--- src/rtl/led_sequencer_if.sv ---
// led_sequencer_if -- Avalon-MM slave bus for the LED sequencer.
//   address   : word address (4 bits)
//   read      : read strobe; readdata is valid in the same cycle
//   readdata  : 32-bit read data
//   write     : write strobe
//   writedata : 32-bit write data
interface led_sequencer_if;
   logic [3:0]  address;
   logic        read;
   logic [31:0] readdata;
   logic        write;
   logic [31:0] writedata;

   modport master (output address, read, write, writedata, input readdata);
   modport slave  (input address, read, write, writedata, output readdata);
endinterface

--- src/rtl/led_sequencer.sv ---
// led_sequencer -- plays up to eight 8-bit LED patterns, each held for
// PERIOD+1 cycles, either once or looping. Controlled through a small
// Avalon-MM register file.
//   clk     : clock, rising edge
//   reset_n : asynchronous active-low reset
//   bus     : Avalon-MM slave (led_sequencer_if.slave), zero wait states
//   led     : LED drive, IDLEPAT when idle, PAT[STEP] while playing
// Register map (word addresses):
//   0 CTRL    bit0 RUN, bit1 LOOP, bits[6:4] LAST
//   1 STATUS  bit0 BUSY, bit1 DONE (W1C), bits[6:4] STEP
//   2 PERIOD  bits[PERIOD_W-1:0]
//   3 IDLEPAT bits[7:0]
//   8..15     PAT[0..7] bits[7:0]
module led_sequencer #(
   parameter int PERIOD_W = 24
) (
   input  logic              clk,
   input  logic              reset_n,
   led_sequencer_if.slave    bus,
   output logic [7:0]        led
);

   typedef enum logic {IDLE, PLAY} state_t;

   state_t                r_state;
   logic                  r_loop;
   logic [2:0]            r_last;
   logic                  r_done;
   logic [2:0]            r_step;
   logic [PERIOD_W-1:0]   r_period;
   logic [PERIOD_W-1:0]   r_cnt;
   logic [7:0]            r_idlepat;
   logic [7:0][7:0]       r_pat;

   logic                  w_busy;
   logic                  w_adv;
   logic                  w_term;
   logic [31:0]           w_rdata;
   logic                  w_unused;

   assign w_busy = (r_state == PLAY);
   // Step advance happens on the cycle the counter has run down to zero.
   assign w_adv  = w_busy && (r_cnt == '0);
   // Terminal advance: last step done and not looping -> DONE is set.
   assign w_term = w_adv && (r_step >= r_last) && !r_loop;

   // RUN is not stored separately: it is 1 exactly while playing.
   always_ff @(posedge clk or negedge reset_n) begin
      if (!reset_n) begin
         r_state   <= IDLE;
         r_loop    <= 1'b0;
         r_last    <= '0;
         r_done    <= 1'b0;
         r_step    <= '0;
         r_period  <= '0;
         r_cnt     <= '0;
         r_idlepat <= '0;
         r_pat     <= '0;
      end else begin
         if (w_busy) begin
            if (w_adv) begin
               if (r_step >= r_last) begin
                  if (r_loop) begin
                     r_step <= '0;
                     r_cnt  <= r_period;
                  end else begin
                     r_state <= IDLE;
                     r_done  <= 1'b1;
                  end
               end else begin
                  r_step <= r_step + 3'd1;
                  r_cnt  <= r_period;
               end
            end else begin
               r_cnt <= r_cnt - 1'b1;
            end
         end

         // Bus writes come after the sequencing logic so a CTRL write
         // overrides any advance in the same cycle.
         if (bus.write) begin
            if (bus.address[3]) begin
               r_pat[bus.address[2:0]] <= bus.writedata[7:0];
            end else begin
               unique case (bus.address[2:0])
                  3'd0: begin
                     r_loop <= bus.writedata[1];
                     r_last <= bus.writedata[6:4];
                     if (bus.writedata[0]) begin
                        r_state <= PLAY;
                        r_step  <= '0;
                        r_cnt   <= r_period;
                        r_done  <= 1'b0;
                     end else if (w_busy) begin
                        // Stop: no DONE, STEP frozen where it was.
                        r_state <= IDLE;
                        r_step  <= r_step;
                        r_done  <= r_done;
                     end
                  end
                  3'd1: if (bus.writedata[1] && !w_term) r_done <= 1'b0;
                  3'd2: r_period  <= bus.writedata[PERIOD_W-1:0];
                  3'd3: r_idlepat <= bus.writedata[7:0];
                  default: ;
               endcase
            end
         end
      end
   end

   assign led = w_busy ? r_pat[r_step] : r_idlepat;

   always_comb begin
      w_rdata = '0;
      if (bus.address[3]) begin
         w_rdata[7:0] = r_pat[bus.address[2:0]];
      end else begin
         unique case (bus.address[2:0])
            3'd0:    w_rdata = {25'd0, r_last, 2'b00, r_loop, w_busy};
            3'd1:    w_rdata = {25'd0, r_step, 2'b00, r_done, w_busy};
            3'd2:    w_rdata = 32'(r_period);
            3'd3:    w_rdata = {24'd0, r_idlepat};
            default: w_rdata = '0;
         endcase
      end
   end

   assign bus.readdata = bus.read ? w_rdata : 32'd0;

   assign w_unused = &{1'b0, bus.writedata};

endmodule

--- src/flat_wrapper.sv ---
// flat-port wrapper written by rule: the top's interface ports become plain ports
module led_sequencer_flat 
#(
   parameter int PERIOD_W = 24
)
  (clk, reset_n, led, bus_address, bus_read, bus_write, bus_writedata, bus_readdata);
  led_sequencer_if bus_i ();
  input  logic clk;
  input  logic reset_n;
  output logic [7:0] led;
  input wire logic [$bits(bus_i.address)-1:0] bus_address;
  input wire logic [$bits(bus_i.read)-1:0] bus_read;
  input wire logic [$bits(bus_i.write)-1:0] bus_write;
  input wire logic [$bits(bus_i.writedata)-1:0] bus_writedata;
  output wire logic [$bits(bus_i.readdata)-1:0] bus_readdata;
  assign bus_i.address = bus_address;
  assign bus_i.read = bus_read;
  assign bus_i.write = bus_write;
  assign bus_i.writedata = bus_writedata;
  assign bus_readdata = bus_i.readdata;
  led_sequencer #(.PERIOD_W(PERIOD_W)) u_core (.clk(clk), .reset_n(reset_n), .bus(bus_i), .led(led));
endmodule
--- config.mk ---
export PLATFORM = sky130hd
export DESIGN_NAME = led_sequencer_flat
export DESIGN_NICKNAME = d
export VERILOG_FILES = /design/src/rtl/led_sequencer_if.sv /design/src/rtl/led_sequencer.sv /design/src/flat_wrapper.sv
export SDC_FILE = /design/constraint.sdc
export NUM_CORES = 1
export LEC_CHECK = 0
export BUFFER_PORTS_ARGS = -buffer_cell sky130_fd_sc_hd__buf_2
export CORE_MARGIN = 5
export CORE_UTILIZATION = 30
export DETAILED_ROUTE_END_ITERATION = 10
export SYNTH_ARGS = -nofsm -noshare
export SYNTH_HDL_FRONTEND = slang
export SYNTH_SLANG_ARGS = --single-unit
--- constraint.sdc ---
create_clock -name clk -period 5.25 [get_ports clk]
set_input_delay 1.3125 -clock clk [delete_from_list [all_inputs] [get_ports clk]]
set_output_delay 1.3125 -clock clk [all_outputs]
set_load 0.05 [all_outputs]
== After elaboration in Yosys (flattened, before gate mapping) ==
Index checks and enable logic that the tools add are counted.

* ROM bits: 0
* Output and inout bits: 40
* Bits in latches: 0
* Word-level logic and storage cells: 88
* Input bits: 40
* Memories: 0
* Register bits after elaboration: 129
* Bits in writable memories: 0

* Shift operators: 0
* Reduce and logical (&&, ||, !) cells: 13
* $add $sub $neg: 2
* Equality and inequality tests: 4
* Bitwise gates (word level): 1
* Div/mod/pow operators: 0
* Magnitude comparators: 4
* Multiplexer cells: 48
* Multipliers: 0

{| class="wikitable"
|+ Operator list
! cell !! count
|-
| 2-to-1 mux 24 bit || 9
|-
| case mux 24 bit (4 select lines) || 1
|-
| bitwise mux 64 bit || 1
|-
| binary-select mux 8 bit (select 3 bit) || 2
|-
| 2-to-1 mux 8 bit || 5
|-
| 2-to-1 mux 3 bit || 9
|-
| demux 8 bit (select 3 bit) || 1
|-
| logical NOT 24 bit || 1
|-
| subtractor 24 x 1 -> 24 bit (second input constant) || 1
|-
| 2-to-1 mux 1 bit || 18
|-
| 2-to-1 mux 16 bit || 1
|-
| AND reduction 3 bit || 3
|-
| less-than comparator 3 x 4 -> 1 bit (second input constant) || 2
|-
| == test 3 x 2 -> 1 bit (second input constant) || 2
|-
| logical AND 1 bit || 5
|-
| != test 5 bit (second input constant) || 1
|-
| adder 3 x 1 -> 3 bit (second input constant) || 1
|-
| == test 3 x 1 -> 1 bit (second input constant) || 1
|-
| greater-or-equal comparator 3 x 1 -> 1 bit (second input constant) || 1
|-
| greater-or-equal comparator 3 bit || 1
|-
| logical NOT 3 bit || 1
|-
| logical NOT 1 bit || 2
|-
| case mux 1 bit (2 select lines) || 1
|-
| AND reduction 2 bit || 1
|-
| NOT 1 bit || 1
|}

== Depth between registers and ports, before layout ==
Gate-level depths: netlist of the first run.

* Depth after elaboration: 10
* Depth in mapped cells: 10
* Mapped depth without buffers: 7

== Least setup slack after synthesis of the first run ==
No wires, ideal clock.

* Path type: input -> output
* From: input bus_address[3]
* To: output bus_readdata[13]
* Stages: 4
* Slack: 1.180 ns
* Arrival: 2.758 ns
* Data required time: 3.938 ns
* Buffers on the path: 2
* Cell sequence: buf_1 -> nor4b_1 -> clkbuf_1 -> and2_1

* Word-level cells in the longest chain between the ends: 2

{| class="wikitable"
|+ RTL lines
! element !! RTL line !! source
|-
| start, declared || flat_wrapper.sv:11 || <nowiki>input wire logic [$bits(bus_i.address)-1:0] bus_address;</nowiki>
|-
| 2-to-1 mux 16 bit || led_sequencer.sv:115 || <nowiki>if (bus.address[3]) begin</nowiki>
|-
| 2-to-1 mux 24 bit || led_sequencer.sv:128 || <nowiki>assign bus.readdata = bus.read ? w_rdata : 32'd0;</nowiki>
|-
| end, declared || flat_wrapper.sv:15 || <nowiki>output wire logic [$bits(bus_i.readdata)-1:0] bus_readdata;</nowiki>
|}

Every way passes these cells.

== Worst setup path after layout of the first run ==
* From: input bus_address[0]
* To: output bus_readdata[7]

* Word-level cells in the longest chain between the ends: 4
* Elaborated cells between the ends (all ways): 9
* Classes of those cells: 3 x eq/ne; 5 x mux; 1 x reduce/logical

{| class="wikitable"
|+ RTL lines
! element !! RTL line !! source
|-
| binary-select mux 8 bit (select 3 bit) (tied with other cells) || led_sequencer.sv:116 || <nowiki>w_rdata[7:0] = r_pat[bus.address[2:0]];</nowiki>
|-
| 2-to-1 mux 8 bit (implied by the code) or case mux 24 bit (4 select lines) (tied branches) || led_sequencer.sv:116, led_sequencer.sv:118 ||
|-
| 2-to-1 mux 8 bit (*) || led_sequencer.sv:115 ||
|-
| 2-to-1 mux 24 bit (*) || led_sequencer.sv:128 ||
|}

Mark *: on every way between the ends. The rest lies on a longest branch, timed or not. The select of a mux whose other input is x is not followed.

==> reports/metrics.csv, run 1 <==
metric;value;unit
grt_max_degree;106;
crit_path_max_incr_delay;0.67;ns
dieArea;27300;um^2
clk_pin_slew;0.06;ns
p_comb_share;28.5;%
outcome;finished clean;
final.setup.tns;0;ns
via_per_inst;5.24;
critical_path_depth;6;
ir_worst_vdd;248;uV
r2r-end;u_core.r_cnt[17];
grt_overflow;0;
cap_viol_max_count;0;
syn_to_final_growth;16.8;%
cp_cell_sequence;buf_2 > mux4_2 > a22oi_1 > o21ai_0 > and2_1 > buf_2;
synthFlopType;dfrtp_1;
pin_count;80;
start_util;30.7;%
clkPwrFrac;32.5;%
cts_root_buf;clkbuf_16;
ys_ff_latch;129;
hpwlAfterDp;11.8;mm
relSlewSlack;23.2;%
syn_area;7240;um^2
power.switching;1270;uW
rows;56;
fin_util;35.8;%
cellPowerDensity;458;nW/um^2
seq_area_frac_synth;44.6;%
max-clock-path-buffers;2;
crit_required;3.94;ns
p_leak;0.00363;uW
nNetsFinal;678;
arrival;3.36;ns
hp-start;u_core.r_period[8];
slew_viol_final;0;
met1_usage;17.7;%
period_share;89.0;%
drc;0;
die_w;165;um
cts_buffers;17;
reg2reg_depth;6;
cts_resized;0;
tightest_slew;1.15;ns
gp_congestion;0.762;
min_path_type;reg2reg;
whs_endpoint;u_core.r_cnt[8];
design.core.area;23600;um^2
async_flop_share;100;%
synthDistinctLibCells;58;
fmax;214;MHz
rsz0062_at_grt;no;
grt_usage;13.6;%
antenna_found_initial;2;
finalPower;3870;uW
worstReg2RegStart;u_core.r_step[2];
worst_slack;0.576;ns
internal_power;2600;uW
finalClockSkew;0.00498;ns
crit_slowest_cell;buf_2;
wl_per_cell;18.6;um
via_count;5055;
path_buf_inv;2;
critPathTopFamily;buffers and inverters;
antenna_cells;0;
crit_top_cell;buf_2;
synth-edff-count;0;
drive_gt1_share;40.2;%
grt_pass1_vias;5094;
cts.sinks;129;
finalWirelength;17.9;mm
ys_warn_count;0;
htree_levels;4;
period_minus_slack;4.67;ns
crit_type;in2out;
cts_setup_buffers;0;
grt.met2_usage;22.3;%
synth.avg_cell_area;12.4;um^2
busiest_layer;met2;
hold_viol_final;0;
grtUsageMet3;2.95;%
io_buffers;63;
worstHoldPathCells;1;
crit_path_start_kind;input port;
syn_inst;584;
post-place-ws;0.517;ns
grt_pass1_wl;28.5;mm
cp_max_fo;29;
clock_latency;0.42;ns
first_iter_violations;356;
switching_share;32.7;%
endpoint_kind;output port;
postRouteAntennaNets;0;
reg2reg_slack;2.12;ns
p_seq_share;39.0;%
drt_first_pass_iters;4;
cts_tree;done;
die_y;165;um
setup_violations;0;
postCtsHoldBufs;0;
## cell type report
cell class              count  area (um^2)
well taps                 319          399
repair buffers             74          404
clock inverters            11          153
inverters                   8         30.0
clock buffers              21          480
multi-input cells         402         3760
fillers                  2318        15200
flip-flops and latches    129         3230
## cell usage in the layout (no fill, tap or decap), drive strengths merged, types with 14 or more instances in the layout
cell type / Yosys / routed
mux2: 101 / 101
buf: 30 / 74
mux2i: 15 / 15
clkbuf: 22 / 21
dfrtp: 129 / 129
and2: 24 / 24
nor3: 14 / 14
nor2: 36 / 36
nand3: 14 / 14
mux4: 36 / 36
## per-stage QoR
step	area, um^2	cells	hold slack (ns)
2_1_floorplan	7260	591	0.462
3_3_place_gp	7820	932	0.487
3_5_place_dp	7820	932	0.494
4_1_cts	8450	964	0.510
5_1_grt	8450	964	0.535
6_report	8450	964	0.504
## flip-flops by register name, summed over array words and instances, names as in the netlist, 3 cells and up
register / count
u_core.r_step: 3
u_core.r_cnt: 24
u_core.r_period: 24
u_core.r_last: 3
u_core.r_pat: 64
u_core.r_idlepat: 8
## synth_stat cells (all sizes together), types with 6 or more instances
| cell | number | area share [%] |
|---|---|---|
| a21oi | 12 | 0.83 |
| mux4 | 36 | 11 |
| dfrtp | 129 | 45 |
| a221o | 9 | 1.2 |
| and2 | 24 | 2.1 |
| nor4 | 12 | 1.2 |
| nand2 | 13 | 0.71 |
| mux2i | 15 | 2.1 |
| buf | 30 | 2.4 |
| o211a | 7 | 0.97 |
| clkbuf | 22 | 1.1 |
| mux2 | 101 | 16 |
| o311a | 8 | 1.1 |
| inv | 8 | 0.41 |
| o21ai | 12 | 0.88 |
| nor3 | 14 | 1.1 |
| nand2b | 7 | 0.60 |
| nor2 | 36 | 1.9 |
| a211o | 8 | 0.97 |
| nand3 | 14 | 0.97 |
| ha | 6 | 1.0 |
## power groups by stage
stage                     sequential, uW  clock (uW)  combinational, uW
after floorplan                     1440           0                932
after global placement              1520           0               1090
after detailed placement            1520           0               1110
after CTS                           1510        1280               1110
after global routing                1550        1320               1220
final                               1510        1260               1100
## worst max-delay path by stage
stage | startpoint | endpoint
global placement | bus_address[0] | bus_readdata[7]
floorplan | bus_address[3] | bus_readdata[13]
detailed placement | bus_address[0] | bus_readdata[7]
CTS | bus_address[0] | bus_readdata[7]
global route | bus_address[0] | bus_readdata[7]
finish | bus_address[0] | bus_readdata[7]
## kinds of logic after synthesis
group	count (synthesis)	synth area share (%)
mux	152	29.0
simple gates	150	12.0
buf+inv	60	3.96
xor+xnor	4	0.484
other cells	1	0.0518
compound gates	82	8.85
flops	129	44.6
fa+ha+maj	6	1.04
## worst register-to-register path, stage by stage (launching register included)
cell and delay, ns:
dfrtp_1 0.89, ha_1 0.38, a21o_1 0.18, a31oi_1 0.49
o211ai_1 0.19, nand2_1 0.66, a221o_1 0.28
## per-layer routing
layer | vias up | wire [um]
met2 | 102 | 8780
met1 | 2610 | 8150
met4 | 4 | 339
li1 | 2306 | -
met3 | 33 | 646
met5 | - | 19
Power figures use the tool's default switching activity.
==> inputs of run 2 (changes only) <==
--- a/config.mk
+++ b/config.mk
@@ -5,10 +5,12 @@
 export SDC_FILE = /design/constraint.sdc
 export NUM_CORES = 1
 export LEC_CHECK = 0
+export ABC_AREA = 1
 export BUFFER_PORTS_ARGS = -buffer_cell sky130_fd_sc_hd__buf_2
 export CORE_MARGIN = 5
 export CORE_UTILIZATION = 30
 export DETAILED_ROUTE_END_ITERATION = 10
+export SETUP_SLACK_MARGIN = 0.4
 export SYNTH_ARGS = -nofsm -noshare
 export SYNTH_HDL_FRONTEND = slang
 export SYNTH_SLANG_ARGS = --single-unit
==> run 2 against run 1 <==
  * Cell area grew 2.5%
  * Fmax grew 7.3%
  * Critical path depth grew 3
  * Hold slack lost 0.018 ns
  * Combinational power shrank 17%
  * Sequential power shrank 3%
  * First-iteration DRC count grew 95%
  * Critical path type unchanged
  * Largest power group unchanged
  * Register-to-register slack gained 0.39 ns
  * Power shrank 7.0%
  * Wire length grew 27%
==> reports/metrics.csv, run 2 <==
metric;value;unit;change
endpoint_kind;output port;;unchanged
period_minus_slack;4.36;ns;was 4.67 ns
clkPwrFrac;33.9;%;was 32.5%
synth-edff-count;0;;unchanged
ir_worst_vdd;197;uV;was 248 uV
nFillCells;2663;;was 2318
crit_path_start_kind;input port;;unchanged
worst_slack;0.893;ns;was 0.576 ns
hpwlAfterDp;15.3;mm;was 11.8 mm
crit_required;3.94;ns;about the same
worstHoldPathCells;2;;was 1
reg2reg_depth;13;;was 6
die_w;168;um;was 165 um
final.setup.tns;0;ns;unchanged
clock_latency;0.43;ns;was 0.42 ns
path_buf_inv;3;;was 2
synth_top_area_cell;dfrtp_1;;unchanged
grtUsageMet3;2.42;%;was 2.95%
outcome;finished clean;;unchanged
p_leak;0.00407;uW;was 0.00363 uW
drive_gt1_share;15.1;%;was 40.2%
synth.avg_cell_area;7.54;um^2;was 12.4 um^2
fmax;229;MHz;was 214 MHz
grt_overflow;0;;unchanged
design.core.area;25000;um^2;was 23600 um^2
cts_buffers;17;;unchanged
grt_pass1_vias;6803;;was 5094
via_count;7059;;was 5055
yosys.area.top_type_share;42.9;%;was 44.6%
syn_to_final_growth;15.1;%;was 16.8%
cap_viol_max_count;0;;unchanged
layout_commonest_cell;nand2_1;;was dfrtp_1
top_register;u_core.r_pat;;unchanged
synth_commonest_cells;263 x nand2_1, 149 x o21ai_0, 129 x dfrtp_1;;was 129 x dfrtp_1, 101 x mux2_2, 36 x mux4_2
nNetsFinal;1086;;was 678
grt_usage;16.2;%;was 13.6%
relSlewSlack;25.2;%;was 23.2%
cts.sinks;129;;unchanged
cts_resized;0;;unchanged
antenna_found_initial;0;;was 2
wl_per_cell;16.5;um;was 18.6 um
setup_violations;0;;unchanged
postRouteAntennaNets;0;;unchanged
slew_viol_final;0;;unchanged
pin_count;80;;unchanged
ys_ff_latch;129;;unchanged
critPathTopFamily;buffers and inverters;;unchanged
finalClockSkew;0.0109;ns;was 0.00498 ns
dieArea;28300;um^2;was 27300 um^2
max-clock-path-buffers;2;;unchanged
internal_power;2280;uW;was 2600 uW
met1_usage;22.2;%;was 17.7%
rsz0062_at_grt;no;;unchanged
seq_area_frac_synth;42.9;%;was 44.6%
period_share;83.0;%;was 89.0%
die_y;168;um;was 165 um
crit_type;in2out;;unchanged
post-place-ws;0.901;ns;was 0.517 ns
busiest_layer;met2;;unchanged
cellPowerDensity;416;nW/um^2;was 458 nW/um^2
first_iter_violations;695;;was 356
finalWirelength;22.8;mm;was 17.9 mm
cp_max_fo;17;;was 29
syn_inst;998;;was 584
synth_area_leaders;dfrtp_1 43%, nand2_1 13%, o21ai_0 9.9%;;was dfrtp_1 45%, mux2_2 16%, mux4_2 11%
cp_cell_sequence;buf_2 > inv_2 > nand2_2 > nor2_2 > nand2_1 > o21ai_0 > nor3_1 > a211oi_1 > buf_2;;was buf_2 > mux4_2 > a22oi_1 > o21ai_0 > and2_1 > buf_2
syn_area;7520;um^2;was 7240 um^2
postCtsHoldBufs;0;;unchanged
largest_reg_flops;64;;unchanged
hold_viol_final;0;;unchanged
clk_pin_slew;0.05;ns;was 0.06 ns
gp_congestion;0.844;;was 0.762
crit_slowest_cell;nand2_2;;was buf_2
crit_top_cell;buf_2;;unchanged
async_flop_share;100;%;unchanged
reg_top3;u_core.r_pat: 64 flops, u_core.r_cnt: 24 flops, u_core.r_period: 24 flops;;unchanged
grt_max_degree;105;;was 106
min_path_type;reg2reg;;unchanged
crit_path_max_incr_delay;0.31;ns;was 0.67 ns
drc;0;;unchanged
grt.met2_usage;25.8;%;was 22.3%
cts_setup_buffers;0;;unchanged
antenna_cells;0;;unchanged
grt_pass1_wl;36.7;mm;was 28.5 mm
p_comb_share;25.3;%;was 28.5%
tightest_slew;1.12;ns;was 1.15 ns
rows;58;;was 56
yosysMostFrequentCell;nand2_1;;was dfrtp_1
synthFlopType;dfrtp_1;;unchanged
htree_levels;4;;unchanged
cts_root_buf;clkbuf_16;;unchanged
io_buffers;63;;unchanged
power.switching;1320;uW;was 1270 uW
start_util;30.1;%;was 30.7%
switching_share;36.6;%;was 32.7%
cts_tree;done;;unchanged
critical_path_depth;9;;was 6
via_per_inst;5.10;;was 5.24
p_seq_share;40.7;%;was 39.0%
synthDistinctLibCells;45;;was 58
arrival;3.04;ns;was 3.36 ns
drt_first_pass_iters;7;;was 4
finalPower;3600;uW;was 3870 uW
most-common-layout-cells;263 x nand2_1, 149 x o21ai_0, 129 x dfrtp_1;;was 129 x dfrtp_1, 101 x mux2_2, 62 x buf_2
ys_warn_count;0;;unchanged
[run 2: path summary, 6_finish.rpt]
check / start / to / slack, ns
worst max-delay path: bus_address[0] / bus_readdata[4] / 0.89
worst min-delay path: u_core.r_period[7] / u_core.r_period[7] / 0.49
worst max register to register: u_core.r_state / u_core.r_cnt[19] / 2.51
worst min register to register: u_core.r_period[7] / u_core.r_period[7] / 0.49
max in group asynchronous: reset_n / u_core.r_period[7] / 3.37
min in group asynchronous: reset_n / u_core.r_period[20] / 0.96
[run 2: kinds of logic (layout without fill, tap and decap cells)]
family / count (synthesis) / count (layout) / share of synthesized area [%]
other: 1 / 8 / 0.0498
xor gates and xnor gates: 3 / 3 / 0.349
muxes: 14 / 14 / 2.08
AOI/OAI and AO/OA: 228 / 228 / 17.7
buffers and inverters: 141 / 189 / 8.22
DFF: 129 / 129 / 42.9
adders and majority gates: 6 / 6 / 0.998
and+or+nand+nor: 476 / 476 / 27.7
[run 2: area by class of cell]
type / count / area [um^2] / area share (%)
clock buffer: 19 / 453 / 5.23
clock inverter: 13 / 150 / 1.73
inverter: 85 / 322 / 3.71
multi-input combinational: 735 / 3700 / 42.8
sequential: 129 / 3230 / 37.3
tap: 330 / 413 / 4.77
timing repair buffer: 72 / 389 / 4.49
[run 2: worst reg2reg max path: stages (launching register included)]
cell	delay, ns
dfrtp_1	0.86
buf_4	0.31
buf_4	0.29
nand2_1	0.08
inv_1	0.06
nand2_1	0.07
nor2_4	0.13
nand3_4	0.25
nand2_4	0.19
inv_2	0.08
nand2_1	0.11
o21ai_1	0.08
nand2_1	0.07
nand2_1	0.05
[run 2: power by group through the flow]
stage,Sequential (uW),Combinational (uW),Clock [uW]
5_1_grt,1490,1040,1280
6_report,1470,912,1220
3_5_place_dp,1470,913,0
2_1_floorplan,1400,718,0
4_1_cts,1460,916,1240
3_3_place_gp,1470,891,0
[run 2: stage by stage]
step | instances | hold WS [ns] | cell area (um^2) | utilization, %
floorplan | 1005 | 0.453 | 7550 | -
global placement | 1351 | 0.470 | 8060 | 32.3
detailed placement | 1351 | 0.475 | 8060 | 32.3
CTS | 1383 | 0.489 | 8660 | 34.7
global route | 1383 | 0.505 | 8660 | 34.7
finish | 1383 | 0.486 | 8660 | 34.7
[run 2: layer usage]
metal  wire (um)  share of wire [%]
met3        1140                5.0
met5           0                  0
met1       10400                 46
met4         478                2.1
met2       10700                 47
==> inputs of run 3 (changes only) <==
==> constraint.sdc (replaced) <==
create_clock -name clk -period 4 [get_ports clk]
set_input_delay 1 -clock clk [delete_from_list [all_inputs] [get_ports clk]]
set_output_delay 1 -clock clk [all_outputs]
set_load 0.05 [all_outputs]
==> run 3 against run 2 <==
  * Power grew 31%
  * Critical endpoint is now bus_readdata[2]
  * Hold slack gained 0.0031 ns
  * Via count grew 0.57%
  * Cell count up 0.43%
  * Clock skew is 0.0047 ns lower
  * Combinational power increased by 32%
  * Sequential power grew 31%
  * Count of clock-buffer cells in the layout shrank 2
  * Core utilization up 0.28 points
  * Clock power increased by 30%
  * Critical path depth unchanged
  * Critical path type unchanged
  * Highest routed layer unchanged
  * Non-clock buffer count increased by 6
==> reports/metrics.csv, run 3 (synthesized netlist as in run 2, its figures left out) <==
metric;value;unit;change
finalClockSkew;0.00621;ns;was 0.0109 ns
cellPowerDensity;540;nW/um^2;was 416 nW/um^2
stdcell_count;1389;;was 1383
via_count;7099;;was 7059
p_leak;0.00411;uW;was 0.00407 uW
rows;58;;unchanged
pin_count;80;;unchanged
largest_reg_flops;64;;unchanged
grt_overflow;0;;unchanged
min_path_type;reg2reg;;unchanged
max-clock-path-buffers;2;;unchanged
outcome;finished clean;;unchanged
gp_congestion;0.834;;was 0.844
top_register;u_core.r_pat;;unchanged
grt_pass1_vias;6978;;was 6803
htree_levels;4;;unchanged
syn_to_final_growth;16.0;%;was 15.1%
arrival;2.53;ns;was 3.04 ns
crit_start;bus_address[0];;unchanged
clock_latency;0.43;ns;about the same
clk_pin_slew;0.07;ns;was 0.05 ns
die_y;168;um;unchanged
crit_required;3.00;ns;was 3.94 ns
cts_buffers;17;;unchanged
drc;0;;unchanged
postRouteAntennaNets;0;;unchanged
ir_worst_vdd;258;uV;was 197 uV
cts_tree;done;;unchanged
path_buf_inv;3;;unchanged
final.setup.tns;0;ns;unchanged
finalPower;4720;uW;was 3600 uW
start_util;30.1;%;unchanged
crit_slowest_cell;buf_2;;was nand2_2
relSlewSlack;41.9;%;was 25.2%
cp_max_fo;17;;unchanged
hold_viol_final;0;;unchanged
first_iter_violations;627;;was 695
crit_top_cell;buf_2;;unchanged
drt_first_pass_iters;6;;was 7
cp_cell_sequence;buf_2 > clkinv_2 > nand2_4 > or2_2 > o2111ai_1 > o211ai_1 > nand2_1 > nor2_1 > buf_2;;was buf_2 > inv_2 > nand2_2 > nor2_2 > nand2_1 > o21ai_0 > nor3_1 > a211oi_1 > buf_2
reg_top3;u_core.r_pat: 64 flops, u_core.r_cnt: 24 flops, u_core.r_period: 24 flops;;unchanged
grt_max_degree;91;;was 105
drive_gt1_share;16.0;%;was 15.1%
die_w;168;um;unchanged
cts.sinks;129;;unchanged
antenna_found_initial;0;;unchanged
dieArea;28300;um^2;unchanged
dp_cells;1357;;was 1351
cts_root_buf;clkbuf_16;;unchanged
critPathTopFamily;simple AND/OR/NAND/NOR gates;;was buffers and inverters
via_per_inst;5.11;;was 5.10
finalWirelength;22.8;mm;about the same
rsz0062_at_grt;yes;;was no
hp-start;u_core.r_idlepat[4];;was u_core.r_period[7]
hpwlAfterDp;15.4;mm;was 15.3 mm
period_minus_slack;3.53;ns;
grt_pass1_wl;37.3;mm;was 36.7 mm
endpoint_kind;output port;;unchanged
worstReg2RegStart;u_core.r_state;;unchanged
grt_usage;16.4;%;was 16.2%
slew_viol_final;0;;unchanged
most-common-layout-cells;261 x nand2_1, 149 x o21ai_0, 129 x dfrtp_1;;was 263 x nand2_1, 149 x o21ai_0, 129 x dfrtp_1
nNetsFinal;1092;;was 1086
layout_commonest_cell;nand2_1;;unchanged
fmax;283;MHz;
crit_path_max_incr_delay;0.30;ns;was 0.31 ns
cts_setup_buffers;0;;unchanged
setup_violations;0;;unchanged
period_share;88.3;%;
design.core.area;25000;um^2;unchanged
cap_viol_max_count;0;;unchanged
io_buffers;63;;unchanged
crit_path_start_kind;input port;;unchanged
tightest_slew;0.872;ns;was 1.12 ns
crit_type;in2out;;unchanged
antenna_cells;0;;unchanged
wl_per_cell;16.4;um;was 16.5 um
==> run 3: final cells by class <==
type / count / area [um^2]
Sequential cell: 129 / 3230
Multi-Input combinational cell: 735 / 3720
Tap cell: 330 / 413
Inverter: 85 / 332
Clock buffer: 17 / 425
Timing Repair Buffer: 78 / 447
Fill cell: 2638 / 16200
Clock inverter: 15 / 165
==> run 3: path summary, 6_finish.rpt <==
path	slack (ns)	endpoint	depth (start not counted)
max	0.47	bus_readdata[2]	9
min	0.49	u_core.r_idlepat[4]	2
max reg2reg	1.40	u_core.r_cnt[19]	12
min reg2reg	0.49	u_core.r_idlepat[4]	2
max in group asynchronous	2.48	u_core.r_cnt[3]	2
min in group asynchronous	0.65	u_core.r_period[21]	1
==> run 3: routing by layer <==
metal  share of wire (%)  wire length [um]  global-route usage (%)  vias up
met2                  46             10600                    26.5      246
met4                 2.7               617                    6.46        0
met5                   0                 0                       0        -
li1                    -                 -                       -     3409
met3                 6.0              1380                    2.54       42
met1                  45             10200                    22.2     3402
==> run 3: timing repair <==
action | 4_1_cts | 5_1_grt
setup endpoints to repair | 5 | 13
gates resized for setup | 2 | 10
hold buffers | 0 | 0
pin swaps | 0 | 0
endpoints found under the hold margin | 0 | 0
==> run 3: report_power, final <==
group / internal (uW) / switching, uW / leakage, uW
registers: 1620 / 300 / 0.00161
clock network: 891 / 702 / 0.000292
logic: 409 / 790 / 0.00221
total: 2920 / 1790 / 0.00411
==> run 3: tightest hold or removal path: stages (launching register included) <==
cell and delay, ns:
dfrtp_1 0.34, nand2_1 0.05, o21ai_0 0.06
==> run 3: stage by stage <==
stage / utilization (%) / worst slack, ns / hold slack [ns] / area (um^2)
floorplan: - / 0.480 / 0.453 / 7550
global placement: 32.5 / 0.350 / 0.469 / 8110
detailed placement: 32.5 / 0.379 / 0.474 / 8110
CTS: 34.9 / 0.375 / 0.489 / 8700
global route: 35.0 / 0.366 / 0.522 / 8730
finish: 35.0 / 0.468 / 0.489 / 8730
